File: src/rtl/alarm_pkg.sv
// rtl/alarm_pkg.sv - shared alarm channel state encoding and BCD time layout
package alarm_pkg;

  localparam int BCD_TIME_W = 24;

  // Digit-pair offsets within the HH:MM:SS BCD time word
  localparam int HH_LSB = 16;
  localparam int MM_LSB = 8;
  localparam int SS_LSB = 0;

  typedef enum logic [1:0] {
    ST_IDLE,
    ST_ARMED,
    ST_RINGING,
    ST_SNOOZED
  } alarm_state_e;

endpackage

File: src/rtl/alarm_channel.sv
// rtl/alarm_channel.sv - one alarm channel: time compare, entering-edge trigger, ring/snooze timers
module alarm_channel
  import alarm_pkg::*;
#(
  parameter int TIME_W     = BCD_TIME_W,
  parameter int RING_SEC   = 60,
  parameter int SNOOZE_SEC = 300,
  parameter int MAX_SNOOZE = 3,
  parameter int CNT_W      = 9
) (
  input  logic              clk,
  input  logic              rst,
  input  logic              start_i,
  input  logic              en_i,
  input  logic              tick_i,
  input  logic [TIME_W-1:0] cur_time_i,
  input  logic [TIME_W-1:0] alarm_time_i,
  input  logic              active_i,
  input  logic              any_ringing_i,
  input  logic              snooze_i,
  input  logic              dismiss_i,
  output logic              ringing_o,
  output logic              snoozed_o,
  output logic              timeout_o
);

  localparam int SNZ_W = $clog2(MAX_SNOOZE + 2);

  alarm_state_e     state_q;
  logic [CNT_W-1:0] cnt_q;
  logic [SNZ_W-1:0] snz_q;
  logic             match_q;
  logic             timeout_q;
  logic             match;
  logic             trigger;

  assign match   = (alarm_time_i == cur_time_i);
  assign trigger = match & ~match_q;

  // match_q resets high so a time that already matches cannot fire right after reset
  always_ff @(posedge clk or posedge rst) begin
    if (rst) begin
      state_q   <= ST_IDLE;
      cnt_q     <= '0;
      snz_q     <= '0;
      match_q   <= 1'b1;
      timeout_q <= 1'b0;
    end else begin
      match_q   <= match;
      timeout_q <= 1'b0;
      if (!start_i || !en_i) begin
        state_q <= ST_IDLE;
        cnt_q   <= '0;
        snz_q   <= '0;
      end else begin
        case (state_q)
          ST_IDLE: state_q <= ST_ARMED;
          ST_ARMED: begin
            if (trigger) begin
              state_q <= ST_RINGING;
              cnt_q   <= CNT_W'(RING_SEC);
              snz_q   <= '0;
            end
          end
          ST_RINGING: begin
            if (active_i && dismiss_i) begin
              state_q <= ST_ARMED;
              cnt_q   <= '0;
            end else if (active_i && snooze_i && (snz_q < SNZ_W'(MAX_SNOOZE))) begin
              state_q <= ST_SNOOZED;
              cnt_q   <= CNT_W'(SNOOZE_SEC);
              snz_q   <= snz_q + SNZ_W'(1);
            end else if (tick_i) begin
              if (cnt_q <= CNT_W'(1)) begin
                state_q   <= ST_ARMED;
                cnt_q     <= '0;
                timeout_q <= 1'b1;
              end else begin
                cnt_q <= cnt_q - CNT_W'(1);
              end
            end
          end
          ST_SNOOZED: begin
            if (dismiss_i && !any_ringing_i) begin
              state_q <= ST_ARMED;
              cnt_q   <= '0;
            end else if (tick_i) begin
              if (cnt_q <= CNT_W'(1)) begin
                state_q <= ST_RINGING;
                cnt_q   <= CNT_W'(RING_SEC);
              end else begin
                cnt_q <= cnt_q - CNT_W'(1);
              end
            end
          end
          default: begin
            state_q <= ST_IDLE;
            cnt_q   <= '0;
          end
        endcase
      end
    end
  end

  assign ringing_o = (state_q == ST_RINGING);
  assign snoozed_o = (state_q == ST_SNOOZED);
  assign timeout_o = timeout_q;

endmodule

File: src/rtl/alarm_scheduler.sv
// rtl/alarm_scheduler.sv - multi-channel alarm controller driving the shared play request
module alarm_scheduler
  import alarm_pkg::*;
#(
  parameter int N_ALARMS   = 4,
  parameter int TIME_W     = BCD_TIME_W,
  parameter int RING_SEC   = 60,
  parameter int SNOOZE_SEC = 300,
  parameter int MAX_SNOOZE = 3,
  parameter int CNT_W      = 9
) (
  input  logic                       clk,
  input  logic                       rst,
  input  logic                       start,
  input  logic                       tick_1hz,
  input  logic [TIME_W-1:0]          current_time,
  input  logic [N_ALARMS*TIME_W-1:0] alarm_time,
  input  logic [N_ALARMS-1:0]        alarm_en,
  input  logic                       snooze,
  input  logic                       dismiss,
  output logic                       play,
  output logic [N_ALARMS-1:0]        ringing,
  output logic [N_ALARMS-1:0]        snoozed,
  output logic [2:0]                 active_id,
  output logic                       active_valid,
  output logic                       ring_timeout
);

  logic [N_ALARMS-1:0] active_oh;
  logic [N_ALARMS-1:0] timeout_hit;

  // Lowest set bit of ringing: only that channel sees snooze/dismiss
  assign active_oh = ringing & (~ringing + N_ALARMS'(1));

  for (genvar i = 0; i < N_ALARMS; i++) begin : g_ch
    alarm_channel #(
      .TIME_W    (TIME_W),
      .RING_SEC  (RING_SEC),
      .SNOOZE_SEC(SNOOZE_SEC),
      .MAX_SNOOZE(MAX_SNOOZE),
      .CNT_W     (CNT_W)
    ) u_ch (
      .clk          (clk),
      .rst          (rst),
      .start_i      (start),
      .en_i         (alarm_en[i]),
      .tick_i       (tick_1hz),
      .cur_time_i   (current_time),
      .alarm_time_i (alarm_time[i*TIME_W +: TIME_W]),
      .active_i     (active_oh[i]),
      .any_ringing_i(active_valid),
      .snooze_i     (snooze),
      .dismiss_i    (dismiss),
      .ringing_o    (ringing[i]),
      .snoozed_o    (snoozed[i]),
      .timeout_o    (timeout_hit[i])
    );
  end

  always_comb begin
    active_id = '0;
    for (int i = N_ALARMS - 1; i >= 0; i--) begin
      if (ringing[i]) active_id = 3'(i);
    end
  end

  assign active_valid = |ringing;
  assign play         = |ringing;
  assign ring_timeout = |timeout_hit;

endmodule
File: config.mk
export PLATFORM = sky130hd
export DESIGN_NAME = alarm_scheduler
export DESIGN_NICKNAME = d
export VERILOG_FILES = /design/src/rtl/alarm_pkg.sv /design/src/rtl/alarm_channel.sv /design/src/rtl/alarm_scheduler.sv
export SDC_FILE = /design/constraint.sdc
export NUM_CORES = 1
export LEC_CHECK = 0
export ABC_CLOCK_PERIOD_IN_PS = 3300
export CAP_MARGIN = 5
export CORE_AREA = 4 4 128 105
export CTS_CLUSTER_DIAMETER = 120
export DETAILED_ROUTE_END_ITERATION = 7
export DIE_AREA = 0 0 132 109
export GPL_TIMING_DRIVEN = 0
export HOLD_SLACK_MARGIN = 0.02
export PLACE_DENSITY = 0.75
export SETUP_SLACK_MARGIN = 0.05
export SLEW_MARGIN = 25
export SYNTH_ARGS = -nofsm -noshare
export SYNTH_HDL_FRONTEND = slang
export SYNTH_HIERARCHICAL = 1
export SYNTH_SLANG_ARGS = --single-unit
export TNS_END_PERCENT = 20
File: constraint.sdc
create_clock -name clk -period 3.3 [get_ports clk]
set_input_delay 0.66 -clock clk [delete_from_list [all_inputs] [get_ports clk]]
set_output_delay 0.66 -clock clk [all_outputs]
set_load 0.02 [all_outputs]
======== After elaboration in Yosys (flattened, before gate mapping) ========
Index checks and enable logic that the tools add are counted.
Widths: inputs -> output; s select.
cells by class
  reductions and logical operators ........ 49
  eq/ne operators ......................... 44
  bitwise logic cells ..................... 10
  add/subtract/negate cells ............... 9
  muxes and demuxes ....................... 128
  magnitude comparators ................... 8
operator list
  cell                 number
  $mux 9               36
  $pmux 9 s3           4
  $eq 24x24->1         4
  $mux 2               37
  $mux 3               19
  $ne 5x5->1 const B   8
  $le 9x1->1 const B   4
  $sub 9x1->9 const B  4
  $ne 4x4->1 const B   8
  $pmux 2 s4           4
  $reduce_and 4->1     8
  $mux 1               24
  $ne 3x3->1 const B   8
  $pmux 3 s2           4
  $reduce_and 5->1     4
  $eq 2x2->1 const B   8
  $reduce_bool 4->1    4
  $logic_and 1x1->1    13
  $add 3x1->3 const B  4
  $lt 3x2->1 const B   4
  $ne 3x1->1 const B   4
  $reduce_bool 3->1    4
  $eq 2x1->1 const B   4
  $logic_not 2->1      4
  other kinds (8)      23
word-level totals
  register bits after elaboration ......... 64
  output and inout bits ................... 14
  bits of input ports ..................... 130

======== Depth between registers and ports, before layout ========
  depth after elaboration ................. 10
  gate-level depth with buffers ........... 12
  mapped depth without buffers ............ 10

======== By module ========
Netlist, hierarchy kept.
modules (own cells, without submodules)
  module           times used  sequential area each (sq um)  cells each  area each (sq um)
  alarm_channel    4           401.6                         153         1,323.8
  alarm_scheduler  1           0.0                           14          85.1

======== Least setup slack after synthesis ========
OpenSTA, ideal clock, no wires.
  path kind ............................... register to register
  start ................................... reg g_ch[1].u_ch.state_q[1]
  end ..................................... reg g_ch[0].u_ch.cnt_q[4]
  path slack .............................. 0.116 ns
  cell stages (with the launch flop) ...... 11
  required time ........................... 3.175 ns
  period minus slack after synthesis ...... 3.184 ns
  buffers on the path ..................... 2
  data arrival time ....................... 3.060 ns
  cell sequence ........................... dfrtp_1 > buf_2 > nand2b_1 > inv_1 > or4_1 > o21ai_1 > o2bb2a_1 > o32a_1 > and2_0 > clkbuf_2 > mux2_2
between the ends
  word-level cells in the longest chain between the ends .. 7
RTL lines
  item                    line                   text
  from (decl)             alarm_channel.sv:29    alarm_state_e state_q;
  from (signal assigned)  alarm_channel.sv:43    state_q <= ST_IDLE;
  from (signal assigned)  alarm_channel.sv:52    state_q <= ST_IDLE;
  from (signal assigned)  alarm_channel.sv:57    ST_IDLE: state_q <= ST_ARMED;
  $eq 2x2->1 (*)          alarm_channel.sv:105   assign ringing_o = (state_q == ST_RINGING);
  named net ringing[1]    alarm_scheduler.sv:22  output logic [N_ALARMS-1:0] ringing,
  $reduce_or 4->1 (*)     alarm_scheduler.sv:67  assign active_valid = |ringing;
  named net active_valid  alarm_scheduler.sv:25  output logic active_valid,
  $logic_not 1->1 (*)     alarm_channel.sv:84    if (dismiss_i && !any_ringing_i) begin
  $logic_and 1x1->1 (*)   alarm_channel.sv:84
  $mux 9                  alarm_channel.sv:84
  $pmux 9 s3              alarm_channel.sv:56    case (state_q)
  $mux 9                  alarm_channel.sv:51    if (!start_i || !en_i) begin
  to (signal assigned)    alarm_channel.sv:61    cnt_q <= CNT_W'(RING_SEC);
  to (signal assigned)    alarm_channel.sv:90    cnt_q <= CNT_W'(RING_SEC);
  to (signal assigned)    alarm_channel.sv:92    cnt_q <= cnt_q - CNT_W'(1);
  to (decl)               alarm_channel.sv:30    logic [CNT_W-1:0] cnt_q;
The timed path passes the listed nets; every way through them passes the cells marked *.
A chain may end at the register's enable or synchronous reset.

======== Final worst setup path ========
  start ................................... in current_time[21]
  end ..................................... reg g_ch[1].u_ch.cnt_q[4]
between the ends
  word-level cells in the longest chain between the ends .. 4
RTL lines
  item                               line                   text
  from (decl)                        alarm_scheduler.sv:16  input logic [TIME_W-1:0] current_time,
  $eq 24x24->1                       alarm_channel.sv:37    assign match = (alarm_time_i == cur_time_i);
  $and 1x1->1                        alarm_channel.sv:38    assign trigger = match & ~match_q;
  $ne 3x1->1 (no source line)        n/a
  $reduce_and 4->1 (no source line)  n/a
  to (signal assigned)               alarm_channel.sv:61
  to (signal assigned)               alarm_channel.sv:71    cnt_q <= CNT_W'(SNOOZE_SEC);
  to (signal assigned)               alarm_channel.sv:79    cnt_q <= cnt_q - CNT_W'(1);
  to (decl)                          alarm_channel.sv:30
Every way passes these cells.

==> impl_metrics.yaml <==
grt:
  grt_pass1_wl_um: 26900
  via_count_of_the_first_global_routing_pass: 5490
  overall_fraction_of_global_route_tracks_in_use_pct: 23.0
  grt_antenna_before_repair: 0
  grt_overflow_total: 0
  largest_net_degree_at_the_start_of_global_routing: 17
setup_path:
  reg2reg_from: "g_ch[2].u_ch/state_q[0]"
  worst_r2r_path_depth: 9
  worst_ep_arrival_time_ns: 3.45
  critPathRequiredTime_ns: 3.51
  critPathMaxFanout: 8
  worstSetupEndpointType: "flip-flop"
  critical_path.startpoint_type: "primary input"
  criticalPathCategory: "in2reg"
  worst_r2r_endpoint: "g_ch[3].u_ch/cnt_q[4]"
  reg2reg_setup_slack_ns: 0.10
pwr:
  clock_power_share_pct: 35.5
  total_power_uw: 2670
  cellInternalPower_uw: 1840
  seq_power_share_pct: 32.9
  ir_worst_vdd_uv: 231
  power.share.combinational_pct: 31.6
  cellLeakagePower_uw: 0.00311
  cellPowerDensity_nw_per_um2: 359
  switchingPower_uw: 829
  power_switching_share_pct: 31.0
min_path:
  holdPathEnd: "g_ch[3].u_ch/snz_q[2]"
  holdPathStages: 2
  min_path_type: "reg2reg"
  beginning_of_the_worst_hold_path: "g_ch[3].u_ch/snz_q[2]"
clocking:
  clkLatencyLatePin_ns: 0.33
  tritoncts: "done"
  clock_root_buffer: "sky130_fd_sc_hd__clkbuf_16"
  clkSinkCount: 64
  total_cts_buffers: 9
  cts_buffer_depth: 2
  clk_pin_slew_ns: 0.05
  h-tree-depth: 3
cells_and_area:
  finalNetCount: 926
  post_route_cells_drive_above_1_share_pct: 12.7
  num_antenna_cells: 0
  area_delta_synth_final_pct: 38.3
  num-fill-cells: 975
  layout_commonest_cell: "sky130_fd_sc_hd__clkdlybuf4s50_1"
  finish.instance_area_um2: 7440
  stdcell_count: 941
  layout_common_cells: "sky130_fd_sc_hd__clkdlybuf4s50_1 (141), sky130_fd_sc_hd__xor2_1 (100), sky130_fd_sc_hd__dfrtp_1 (60)"
synthesis:
  ys.flop_type: "sky130_fd_sc_hd__dfrtp_1"
  synth.avg_cell_area_um2: 8.59
  synth_fp_nets: 768
  synth-edff-count: 0
  synth_area_leaders: "sky130_fd_sc_hd__dfrtp_1 (28%), sky130_fd_sc_hd__xor2_1 (16%), sky130_fd_sc_hd__nand2_1 (3.6%), sky130_fd_sc_hd__nor4_1 (3.3%), sky130_fd_sc_hd__nor2_1 (2.9%)"
  yosys_register_bits: 64
  yosys_warnings: 6
  synth.distinct_cells: 50
  syn-cell-area_um2: 5380
  postSynth.asyncResetShare_pct: 100
  netlist.area_leader.share_pct: 27.9
  netlist.top_cell.by_area: "sky130_fd_sc_hd__dfrtp_1"
  postSynthCellCount: 626
  seq_area_frac_synth_pct: 29.9
die:
  floorplan.die.width_um: 132
  die_height_um: 109
  initial_cell_density_of_the_core_pct: 44.4
  design.core.area_um2: 12100
  floorplan.die_area_um2: 14400
  rows: 36
  pin_count: 144
sta:
  worst_hold_slack_ns: 0.495
  layout_worst_path_cycle_share_pct: 98.3
  timing.setup.tns_ns: 0
  finClkSkew_ns: 0.00980
  worstMarginPinSlew_ns: 0.765
  drv_slew: 0
  finalCriticalPeriod_ns: 3.24
  timing.final.setup_violations: 0
  clock.fmax_ghz: 0.308
  setup_repair_after_global_routing_missed_its_margin: "true"
  slew_headroom_pct: 48.5
  final_hold_viols: 0
placement:
  place.detailed.hpwl_um: 13300
  globalplace.congestion: 0.943
  placedCellCount: 920
  io_buffers: 142
  dpl-instance-area_um2: 6990
detailed_routing:
  post_drt_wl_per_cell_um: 17.9
  firstDrtPassIters: 5
  initial_drc_count: 568
  antenna_violating_nets_post_route: 0
  routed_wl_um: 16800
  vias: 5510
  drc: 0
  detail_route.vias_per_cell: 5.86
outcome:
  run_status: "finished clean"
run:
  maxCapViolCount: 0
[cells in the mapped netlist, types with 5 or more instances]
cell,count
sky130_fd_sc_hd__or4_1,6
sky130_fd_sc_hd__o21ai_0,28
sky130_fd_sc_hd__nor4_1,28
sky130_fd_sc_hd__xor2_1,100
sky130_fd_sc_hd__nor2_1,42
sky130_fd_sc_hd__a21oi_2,12
sky130_fd_sc_hd__dfrtp_1,60
sky130_fd_sc_hd__inv_1,33
sky130_fd_sc_hd__nor3_1,13
sky130_fd_sc_hd__a21o_1,8
sky130_fd_sc_hd__a21oi_1,21
sky130_fd_sc_hd__nand2_1,52
sky130_fd_sc_hd__o211ai_1,12
sky130_fd_sc_hd__nand4_1,8
sky130_fd_sc_hd__nand2b_1,17
sky130_fd_sc_hd__and2_1,8
sky130_fd_sc_hd__a31oi_1,16
sky130_fd_sc_hd__buf_2,8
sky130_fd_sc_hd__o21ai_1,8
sky130_fd_sc_hd__nor4b_1,5
sky130_fd_sc_hd__a31o_1,12
sky130_fd_sc_hd__ha_1,12
sky130_fd_sc_hd__nand3_1,16
[power by group through the flow]
stage	logic (uW)	clock network [uW]	registers, uW
global placement	789	0	885
floorplan	481	0	876
finish	846	948	880
detailed placement	811	0	890
CTS	829	968	877
global route	923	1010	887
[per-stage QoR]
step | setup slack [ns] | util [%]
CTS | 0.0506 | 60.8
floorplan | 0.116 | -
global placement | -0.456 | 57.7
global route | -0.0166 | 61.4
finish | 0.0560 | 61.4
detailed placement | -0.494 | 57.7
[layout make-up]
cell class                 count  area [um^2]  share of cell area (%)
multi-input combinational    510         3670                    49.3
sequential                    64         1610                    21.6
timing repair buffer         147         1460                    19.6
clock buffer                  13          250                    3.36
tap                          152          190                    2.56
inverter                      33          124                    1.67
buffer                        19         97.6                    1.31
clock inverter                 3         42.5                   0.572
[routing by layer]
layer  up-vias  wire, um  track usage [%]
li1       2612         -                -
met1      2625      6940             28.8
met2       245      8300             39.8
met3        28      1280             5.40
met4         0       322             6.75
met5         -         0                0
[worst max-delay path, stage by stage]
cell and delay, ns:
sky130_fd_sc_hd__clkdlybuf4s50_1 0.53, sky130_fd_sc_hd__xor2_1 0.22, sky130_fd_sc_hd__nor4_1 0.45, sky130_fd_sc_hd__nand4_1 0.33
sky130_fd_sc_hd__o311ai_4 0.50, sky130_fd_sc_hd__and2_0 0.18, sky130_fd_sc_hd__clkbuf_2 0.21, sky130_fd_sc_hd__mux2_2 0.36
[cells by family (layout without fill, tap and decap cells)]
family	after synthesis	in the layout	synth area share [%]
and+or+nand+nor	224	224	22.6
xor gates and xnor gates	100	100	16.3
adders and majority gates	12	12	2.79
buffers and inverters	52	215	4.12
AOI/OAI and AO/OA	165	165	22.7
muxes	8	8	1.58
DFF	64	64	29.9
other	1	1	0.0697
[repair_timing]
| action | in CTS | in global routing |
|---|---|---|
| endpoints found under the setup margin | 38 | 5 |
| pin swaps | 2 | 2 |
| setup buffers | 2 | 3 |
| gates resized for setup | 15 | 12 |
| hold buffers | 0 | 0 |
[sequential cells by signal (all words and copies together) (netlist names)]
name,flops
g_ch.u_ch/cnt_q,36
g_ch.u_ch/timeout_o,4
g_ch.u_ch/match_q,4
g_ch.u_ch/snz_q,12
g_ch.u_ch/state_q,8
[worst max-delay path by stage]
stage                       startpoint                    end  slack, ns  depth (start not counted)
4_1_cts        g_ch[1].u_ch/state_q[1]  g_ch[3].u_ch/cnt_q[4]       0.05                         11
2_1_floorplan  g_ch[1].u_ch/state_q[1]  g_ch[0].u_ch/cnt_q[4]       0.12                         10
3_3_place_gp           current_time[8]  g_ch[3].u_ch/cnt_q[4]      -0.46                          8
3_5_place_dp           current_time[8]  g_ch[3].u_ch/cnt_q[4]      -0.49                          8
5_1_grt        g_ch[2].u_ch/state_q[0]  g_ch[0].u_ch/cnt_q[4]      -0.02                          9
6_report              current_time[21]  g_ch[1].u_ch/cnt_q[4]       0.06                          8
No activity file was read; power rests on OpenSTA's default activity.
